**src/rtl/ppl_frame_writer.sv**
```systemverilog
// Render pipeline sink: buffers shaded pixels in a small FIFO, writes them into the back
// framebuffer over a req/ack port, and swaps front/back buffers on each vs rising edge.
module ppl_frame_writer #(
    parameter int unsigned H_DISP     = 1280,
    parameter int unsigned V_DISP     = 720,
    parameter int unsigned FIFO_DEPTH = 16,
    parameter int unsigned PPL_SLACK  = 6,
    parameter logic [23:0] BUF0_BASE  = 24'h000000,
    parameter logic [23:0] BUF1_BASE  = 24'h100000
) (
    input  logic        clk,
    input  logic        rst_n,
    input  logic        pixel_valid,
    input  logic [19:0] pixel_addr,
    input  logic [15:0] pixel_data,
    input  logic        vs,
    output logic        next_en,
    output logic        wr_req,
    output logic [23:0] wr_addr,
    output logic [15:0] wr_data,
    input  logic        wr_ack,
    output logic        buf_sel,
    output logic        front_sel,
    output logic        frame_done,
    output logic        overflow
);
    localparam int unsigned PtrW      = $clog2(FIFO_DEPTH);
    localparam int unsigned CntW      = PtrW + 1;
    localparam int unsigned NumPix    = H_DISP * V_DISP;
    localparam int unsigned NextEnMax = FIFO_DEPTH - 1 - PPL_SLACK;

    typedef enum logic [1:0] {StRun, StDrain, StSwap} state_e;

    state_e          state_q, state_d;
    logic [CntW-1:0] count_q, count_d;
    logic [PtrW-1:0] wptr_q, rptr_q;
    logic [35:0]     mem_q [FIFO_DEPTH];
    logic            vs_q, next_en_q, buf_sel_q, frame_done_q, overflow_q;
    logic            full, empty, push_try, push, pop, vs_rise, swap_now;
    logic [35:0]     head;
    logic [23:0]     base;

    always_comb begin
        full     = (count_q == CntW'(FIFO_DEPTH));
        empty    = (count_q == '0);
        // Addresses at or beyond the frame size are end-of-frame markers, never stored.
        push_try = pixel_valid && (32'(pixel_addr) < NumPix);
        push     = push_try && !full;
        pop      = !empty && wr_ack;
        vs_rise  = vs && !vs_q;
        count_d  = count_q;
        if (push && !pop) begin
            count_d = count_q + CntW'(1);
        end else if (!push && pop) begin
            count_d = count_q - CntW'(1);
        end
    end

    always_comb begin
        state_d = state_q;
        unique case (state_q)
            StRun:   if (vs_rise) state_d = StDrain;
            StDrain: if (empty) state_d = StSwap;
            StSwap:  state_d = StRun;
            default: state_d = StRun;
        endcase
        swap_now = (state_q == StDrain) && (state_d == StSwap);
    end

    always_ff @(posedge clk) begin
        if (push) begin
            mem_q[wptr_q] <= {pixel_addr, pixel_data};
        end
    end

    always_ff @(posedge clk or negedge rst_n) begin
        if (!rst_n) begin
            state_q      <= StRun;
            count_q      <= '0;
            wptr_q       <= '0;
            rptr_q       <= '0;
            vs_q         <= 1'b0;
            next_en_q    <= 1'b0;
            buf_sel_q    <= 1'b0;
            frame_done_q <= 1'b0;
            overflow_q   <= 1'b0;
        end else begin
            state_q      <= state_d;
            count_q      <= count_d;
            vs_q         <= vs;
            next_en_q    <= (state_d == StRun) && (32'(count_d) <= NextEnMax);
            frame_done_q <= swap_now;
            if (swap_now) begin
                buf_sel_q <= ~buf_sel_q;
            end
            if (push) begin
                wptr_q <= wptr_q + PtrW'(1);
            end
            if (pop) begin
                rptr_q <= rptr_q + PtrW'(1);
            end
            if (push_try && full) begin
                overflow_q <= 1'b1;
            end
        end
    end

    // Outputs derive from the count register so wr_req drops with the async reset.
    always_comb begin
        head       = mem_q[rptr_q];
        base       = buf_sel_q ? BUF1_BASE : BUF0_BASE;
        wr_req     = !empty;
        wr_addr    = wr_req ? (base + {4'h0, head[35:16]}) : 24'h0;
        wr_data    = wr_req ? head[15:0] : 16'h0;
        next_en    = next_en_q;
        buf_sel    = buf_sel_q;
        front_sel  = ~buf_sel_q;
        frame_done = frame_done_q;
        overflow   = overflow_q;
    end

endmodule

```
**config.mk**
```make
export PLATFORM = sky130hd
export DESIGN_NAME = ppl_frame_writer
export DESIGN_NICKNAME = d
export VERILOG_FILES = /design/src/rtl/ppl_frame_writer.sv
export SDC_FILE = /design/constraint.sdc
export NUM_CORES = 1
export LEC_CHECK = 0
export ABC_AREA = 1
export CORE_ASPECT_RATIO = 1.25
export CORE_UTILIZATION = 63
export CTS_BUF_LIST = sky130_fd_sc_hd__clkbuf_8
export DETAILED_ROUTE_END_ITERATION = 10
export HOLD_SLACK_MARGIN = 0.06
export MAX_ROUTING_LAYER = met4
export PLACE_DENSITY = 0.9
export RECOVER_POWER = 100
export SYNTH_ARGS = -nofsm -noshare
export SYNTH_HDL_FRONTEND = slang
export SYNTH_SLANG_ARGS = --single-unit
```
**constraint.sdc**
```tcl
create_clock -name clk -period 4.2 [get_ports clk]
set_input_delay 0.63 -clock clk [delete_from_list [all_inputs] [get_ports clk]]
set_output_delay 0.63 -clock clk [all_outputs]
set_load 0.02 [all_outputs]
```
==> impl_metrics.tcl, run 1 <==
set metrics [dict create \
    status "finished, violations left" \
    violations "capacitance limit, slew limit, setup timing" \
    post_cts_buffers 0 \
    slew_violations 74 \
    ios 87 \
    synth_seq_cells 596 \
    cp_top_family "buffers and inverters" \
    clock_skew_ns 0.0668 \
    hold_class "register to register" \
    path_buf_inv 2 \
    worstSetupPathType "register to output port" \
    drcViolationCount 0 \
    fin_util 0.726 \
    fillers 2071 \
    io_buffers 83 \
    avgSynthCellArea_sq_um 13.7 \
    die_h_microns 218 \
    drive_gt1_frac 0.0885 \
    drt_wl_total_mm 64.4 \
    antenna_found_initial 0 \
    grt_use_total 0.351 \
    grt_pass1_vias 16390 \
    h-tree-depth 3 \
    swShare 0.396 \
    hpwl_mm 33.7 \
    antenna_cells 0 \
    cts_root_buffer "clkbuf_8" \
    setup_ws_ns -0.0566 \
    die_w_microns 175 \
    crit_fanout 184 \
    powerDensity_mw_per_mm2 720 \
    cpPeakStageDelay_ns 0.62 \
    relSlewSlack -0.124 \
    r2r-start "count_q[0]$_DFF_PN0_" \
    worstHoldStart "overflow$_DFFE_PN0P_" \
    crit_path_cell_trace "buf_16, o21ai_0, o221ai_1, nand3_1, a21oi_1, clkdlybuf4s50_1" \
    hold_violations 0 \
    worst-r2r-cell-count 8 \
    antenna_left 0 \
    rrSetupSlack_ns 0.81 \
    cts_buffers 85 \
    synthCells 1712 \
    ir_worst_vdd_v 0.000597 \
    grt_pass1_wl_mm 95.9 \
    die_area_sq_mm 0.0381 \
    vias 16556 \
    drt-met1-wl_mm 20.5 \
    p_int_mw 11.5 \
    ys_seq_area_frac 0.757 \
    multi_input_comb_area_sq_mm 0.00501 \
    maxUsedRoutingLayer "met4" \
    max-cap-violations 4 \
    first_pass_iters 6 \
    worstPathArrival_ns 3.63 \
    synth_cell_types 37 \
    fp.coreArea_sq_mm 0.0365 \
    combPwrFrac 0.386 \
    stdcell_count 2366 \
    setup_viol 3 \
    clock.fmax_mhz 235 \
    cts.sinks 596 \
    viasPerCell 7.00 \
    whs_path_depth 1 \
    rsz0062_at_grt "false" \
    clk_path_buf_depth 3 \
    placementRows 78 \
    syn_area_sq_mm 0.0235 \
    hold_path_end "overflow$_DFFE_PN0P_" \
    critPathLaunchType "register" \
    tightest_slew_ns 1.69 \
    min_period_ns 4.26 \
    gp_congestion 0.837 \
    period_share 1.01 \
    clock_latency_ns 0.70 \
    seq_area_sq_mm 0.0178 \
    synthToLayoutAreaGrowth_pct 12.6 \
    crit_slowest_cell "clkdlybuf4s50_1" \
    drt_iter0_drc 2890 \
    leakagePower_nw 8.68 \
    post_drt_wl_per_cell_microns 27.2 \
    placed_cells 2215 \
    clkSlewWorstSetupHoldPaths_ns 0.07 \
    wl_met3_mm 8.85 \
    r2r_end "mem_q[15][33]$_DFFE_PP_" \
    grt_max_degree 185 \
    cp-end-kind "output port" \
    final_nets 1870 \
    power_frac_seq 0.386 \
    worstPathRequired_ns 3.57 \
    yosys_warnings 0 \
    p_clk_frac 0.228 \
    start_util 0.644 \
    dr_wl_met2_mm 31.2 \
    grt-ovfl-total 0 \
    cts_tree "built" \
    p_switching_mw 7.57 \
    fin_setup_tns_ns -0.0712 \
]
-- state kept, by name, indices dropped and copies added (netlist names) --
register and flops:
buf_sel 1, count_q 5, frame_done 1, mem_q 576, next_en 1, overflow 1
rptr_q 4, state_q 2, vs_q 1, wptr_q 4
-- cells by family after synthesis --
kind of cell / after synthesis / share of synthesized area
flip-flops: 596 / 0.757
AO/OA/AOI/OAI: 496 / 0.125
AND/OR/NAND/NOR: 448 / 0.0789
buffers and inverters: 151 / 0.0304
XOR/XNOR: 12 / 0.00447
adder cells (fa/ha/maj): 7 / 0.00372
other: 1 / 0.000159
multiplexers: 1 / 0.000585
-- worst register-to-register path: stages, from the launching register on --
cell and delay [ns]:
dfrtp_1 0.41, inv_1 0.08, ha_1 0.27, nand3_2 0.12, nand3_1 0.18, inv_1 0.21
nand2_1 0.26, nor2_1 1.23, buf_12 0.30
-- layout by cell type (no fill, tap or decap), drive strengths merged, types with 2 or more instances in the layout --
master / instances
dfrtp: 20
inv: 57
nand2: 29
nand4: 3
ha: 7
nor2: 348
buf: 30
clkinv: 30
o21ai: 312
bufinv: 3
clkbuf: 119
o22ai: 38
nor3: 2
a21oi: 38
nand3: 65
conb: 3
xor2: 12
dlygate4sd3: 67
o221ai: 106
edfxtp: 576
clkdlybuf4s50: 16
-- cell usage after synthesis --
cell type | number | area (sq um)
buf_2 | 36 | 180
o22ai_1 | 38 | 238
buf_1 | 5 | 18.8
nand4_4 | 1 | 21.3
nand3_2 | 3 | 30.0
o221ai_1 | 106 | 928
inv_4 | 1 | 6.26
mux2i_2 | 1 | 13.8
nand3_1 | 60 | 300
a21oi_2 | 1 | 8.76
nand2_1 | 26 | 97.6
nand3_4 | 2 | 35.0
o21a_1 | 1 | 7.51
o21ai_1 | 36 | 180
clkbuf_2 | 3 | 15.0
nor3_1 | 2 | 10.0
ha_1 | 7 | 87.6
nor2_1 | 347 | 1300
nand2_2 | 1 | 6.26
xor2_1 | 12 | 105
buf_6 | 4 | 45.0
buf_4 | 17 | 128
clkbuf_4 | 1 | 7.51
nand2_4 | 2 | 22.5
and3_1 | 1 | 6.26
inv_2 | 5 | 18.8
conb_1 | 1 | 3.75
clkinv_1 | 2 | 7.51
o21bai_1 | 1 | 7.51
edfxtp_1 | 576 | 17300
o21ai_0 | 276 | 1380
dfrtp_1 | 20 | 500
clkbuf_1 | 58 | 218
nor2_4 | 1 | 11.3
nand4_1 | 2 | 12.5
inv_1 | 19 | 71.3
a21oi_1 | 37 | 185
-- worst max path at each step --
stage,from,to,slack [ns],depth (start not counted)
detailed placement,count_q[0]$_DFF_PN0_,wr_data[2],0.68,6
global placement,rptr_q[1]$_DFFE_PN0P_,wr_data[2],0.75,8
global route,rptr_q[0]$_DFFE_PN0P_,wr_data[15],0.007,8
CTS,rptr_q[1]$_DFFE_PN0P_,wr_data[2],0.06,8
finish,rptr_q[0]$_DFFE_PN0P_,wr_addr[11],-0.06,6
floorplan,pixel_addr[17],mem_q[11][0]$_DFFE_PP_,0.92,6
-- power groups by stage --
stage | sequential [mW] | clock, mW | combinational (mW)
2_1_floorplan | 7.38 | 0 | 4.36
3_3_place_gp | 7.40 | 0 | 6.82
3_5_place_dp | 7.43 | 0 | 7.14
4_1_cts | 7.33 | 4.34 | 7.32
5_1_grt | 7.39 | 4.57 | 7.70
6_report | 7.36 | 4.36 | 7.36
-- final cells by class --
class,instances,area share
Sequential cell,596,0.672
Multi-Input combinational cell,967,0.189
Timing Repair Buffer,145,0.0515
Clock buffer,87,0.0452
Tap cell,480,0.0227
Clock inverter,64,0.0146
Inverter,27,0.00454
-- routing by layer --
metal  up-vias  track usage
met4         0        0.215
met3       373       0.0710
li1       6705            -
met5         -            -
met1      7765        0.427
met2      1713        0.545
-- repair_timing --
| action | 4_1_cts | 5_1_grt |
|---|---|---|
| resized for setup | 4 | 6 |
| hold buffers | 0 | 0 |
| pin swaps | 0 | 0 |
| setup endpoints to repair | 3 | 7 |
-- metrics by stage --
stage          hold slack, ns  total power [mW]  area [sq um]  setup slack [ns]
6_report                0.509              19.1         26500           -0.0566
3_3_place_gp            0.463              14.2         25100             0.753
3_5_place_dp            0.488              14.6         25100             0.683
2_1_floorplan           0.334              11.7         23500             0.918
4_1_cts                 0.428              19.0         26700            0.0630
5_1_grt                 0.527              19.7         26500           0.00732
Power figures use the tool's default switching activity.
==> run 2, diff against run 1 <==
SLEW_MARGIN = 15   (was unset)
clock period = 4.4 ns   (was 4.2 ns; I/O delays follow)
==> run 2 against run 1 <==
Effect of this change: the flow finishes with violations (capacitance limit, slew limit); cell count shrank 0.46%; via count is 0.98% lower; global-route usage decreased by 0.43 points; flip-flop and latch count unchanged; utilization shrank 0.20 points; routed wire length decreased by 0.92%; largest power group unchanged.
==> impl_metrics.tcl, run 2 (same netlist as run 1, synthesis figures left out) <==
set metrics [dict create \
    drcViolationCount 0 \
    drt_iter0_drc 2943 \
    period_share 0.992 \
    cp_top_family "buffers and inverters" \
    first_pass_iters 6 \
    hold_class "register to register" \
    ios 87 \
    grt-ovfl-total 0 \
    fp.coreArea_sq_mm 0.0365 \
    worst-r2r-cell-count 8 \
    tightest_slew_ns 1.82 \
    regMostFlops "mem_q" \
    violations "capacitance limit, slew limit" \
    whs_path_depth 1 \
    rsz0062_at_grt "false" \
    grt_pass1_wl_mm 94.6 \
    r2r_end "mem_q[6][31]$_DFFE_PP_" \
    reg.largest.list "mem_q (576), count_q (5)" \
    worstPathArrival_ns 3.70 \
    synthToLayoutAreaGrowth_pct 12.3 \
    drive_gt1_frac 0.0860 \
    r2r-start "count_q[0]$_DFF_PN0_" \
    fin_util 0.724 \
    drt_wl_total_mm 63.8 \
    crit_path_cell_trace "buf_12, o21ai_0, o22ai_1, nor2_1, nor2_1, o21ai_0, a21oi_1, clkdlybuf4s50_1" \
    clock.fmax_mhz 229 \
    relSlewSlack -0.216 \
    crit_fanout 136 \
    cts_tree "built" \
    hold_path_end "frame_done$_DFF_PN0_" \
    final_cell_mix "edfxtp_1 (576), nor2_1 (344), o21ai_0 (276), o221ai_1 (106), clkbuf_8 (89)" \
    placementRows 78 \
    clkSlewWorstSetupHoldPaths_ns 0.07 \
    antenna_left 0 \
    cpPeakStageDelay_ns 0.71 \
    gp_congestion 0.830 \
    worstSetupPathType "register to output port" \
    worstPathRequired_ns 3.74 \
    crit_cells 8 \
    worstHoldStart "state_q[1]$_DFF_PN0_" \
    antenna_found_initial 2 \
    p_switching_mw 7.09 \
    min_period_ns 4.36 \
    status "finished, violations left" \
    grt_use_total 0.347 \
    p_clk_frac 0.235 \
    largest_reg_flops 576 \
    final_nets 1857 \
    io_buffers 83 \
    start_util 0.644 \
    final_common_cell "edfxtp_1" \
    leakagePower_nw 8.64 \
    path_buf_inv 2 \
    cts.sinks 596 \
    crit_slowest_cell "dfrtp_4" \
    clk_path_buf_depth 3 \
    die_w_microns 175 \
    hpwl_mm 32.3 \
    hold_violations 0 \
    setup_viol 0 \
    grt_max_degree 147 \
    cts_root_buffer "clkbuf_8" \
    clock_latency_ns 0.67 \
    vias 16393 \
    cts_hold_buf 0 \
    die_h_microns 218 \
    power_frac_seq 0.388 \
    finalPower_mw 18.1 \
    ir_worst_vdd_v 0.000584 \
    critPathLaunchType "register" \
    cts_buffers 84 \
    powerDensity_mw_per_mm2 687 \
    clock_skew_ns 0.0307 \
    combPwrFrac 0.377 \
    die_area_sq_mm 0.0381 \
    viasPerCell 6.96 \
    h-tree-depth 3 \
    slew_violations 97 \
    p_int_mw 11.1 \
    post_drt_wl_per_cell_microns 27.1 \
    cp-end-kind "output port" \
    fillers 2050 \
    fin_setup_tns_ns 0 \
    max-cap-violations 6 \
    swShare 0.391 \
    rrSetupSlack_ns 0.72 \
    grt_pass1_vias 16525 \
]
==> run 2: through the flow <==
stage / cells / worst slack [ns] / hold WS [ns] / cell area [sq um]
finish: 2355 / 0.0352 / 0.498 / 26400
global route: 2355 / 0.0272 / 0.525 / 26400
CTS: 2352 / 0.0514 / 0.471 / 26700
detailed placement: 2202 / 0.651 / 0.496 / 25000
global placement: 2202 / 0.822 / 0.484 / 25000
floorplan: 1714 / 1.09 / 0.364 / 23500
==> run 2: area by class of cell <==
type | instances | area (sq um) | area share
diodes | 2 | 5.00 | 0.000190
flip-flops and latches | 596 | 17800 | 0.674
well taps | 480 | 601 | 0.0227
inverters | 27 | 108 | 0.00407
repair buffers | 133 | 1300 | 0.0491
clock buffers | 89 | 1220 | 0.0464
clock inverters | 61 | 395 | 0.0150
multi-input cells | 967 | 4970 | 0.188
==> run 2: worst max path at each step <==
stage	to	slack, ns	from
after floorplan	mem_q[11][0]$_DFFE_PP_	1.09	pixel_addr[17]
after global placement	mem_q[8][14]$_DFFE_PP_	0.82	pixel_addr[18]
after detailed placement	mem_q[11][11]$_DFFE_PP_	0.65	pixel_addr[19]
after CTS	wr_data[15]	0.05	rptr_q[0]$_DFFE_PN0P_
after global routing	mem_q[6][30]$_DFFE_PP_	0.03	pixel_addr[12]
final	wr_data[15]	0.04	rptr_q[0]$_DFFE_PN0P_
==> run 2: power groups by stage <==
| stage | combinational (mW) | sequential (mW) | clock [mW] |
|---|---|---|---|
| final | 6.84 | 7.05 | 4.26 |
| after global routing | 7.16 | 7.07 | 4.50 |
| after CTS | 6.81 | 7.05 | 4.25 |
| after detailed placement | 6.60 | 7.15 | 0 |
| after global placement | 6.29 | 7.12 | 0 |
| after floorplan | 4.16 | 7.04 | 0 |
==> run 2: metal layers <==
layer,global-route usage,vias to the layer above,wire length [microns],part of all wire
met5,-,-,0,0
met2,0.549,1573,30900,0.48
met1,0.406,7808,20300,0.32
met4,0.220,0,4050,0.063
met3,0.0730,342,8510,0.13
li1,-,6670,-,-
==> run 2: repair_timing <==
item                                    in CTS  in global routing
setup buffers                                0                  1
resized for setup                            0                  1
endpoints found under the setup margin       0                 12
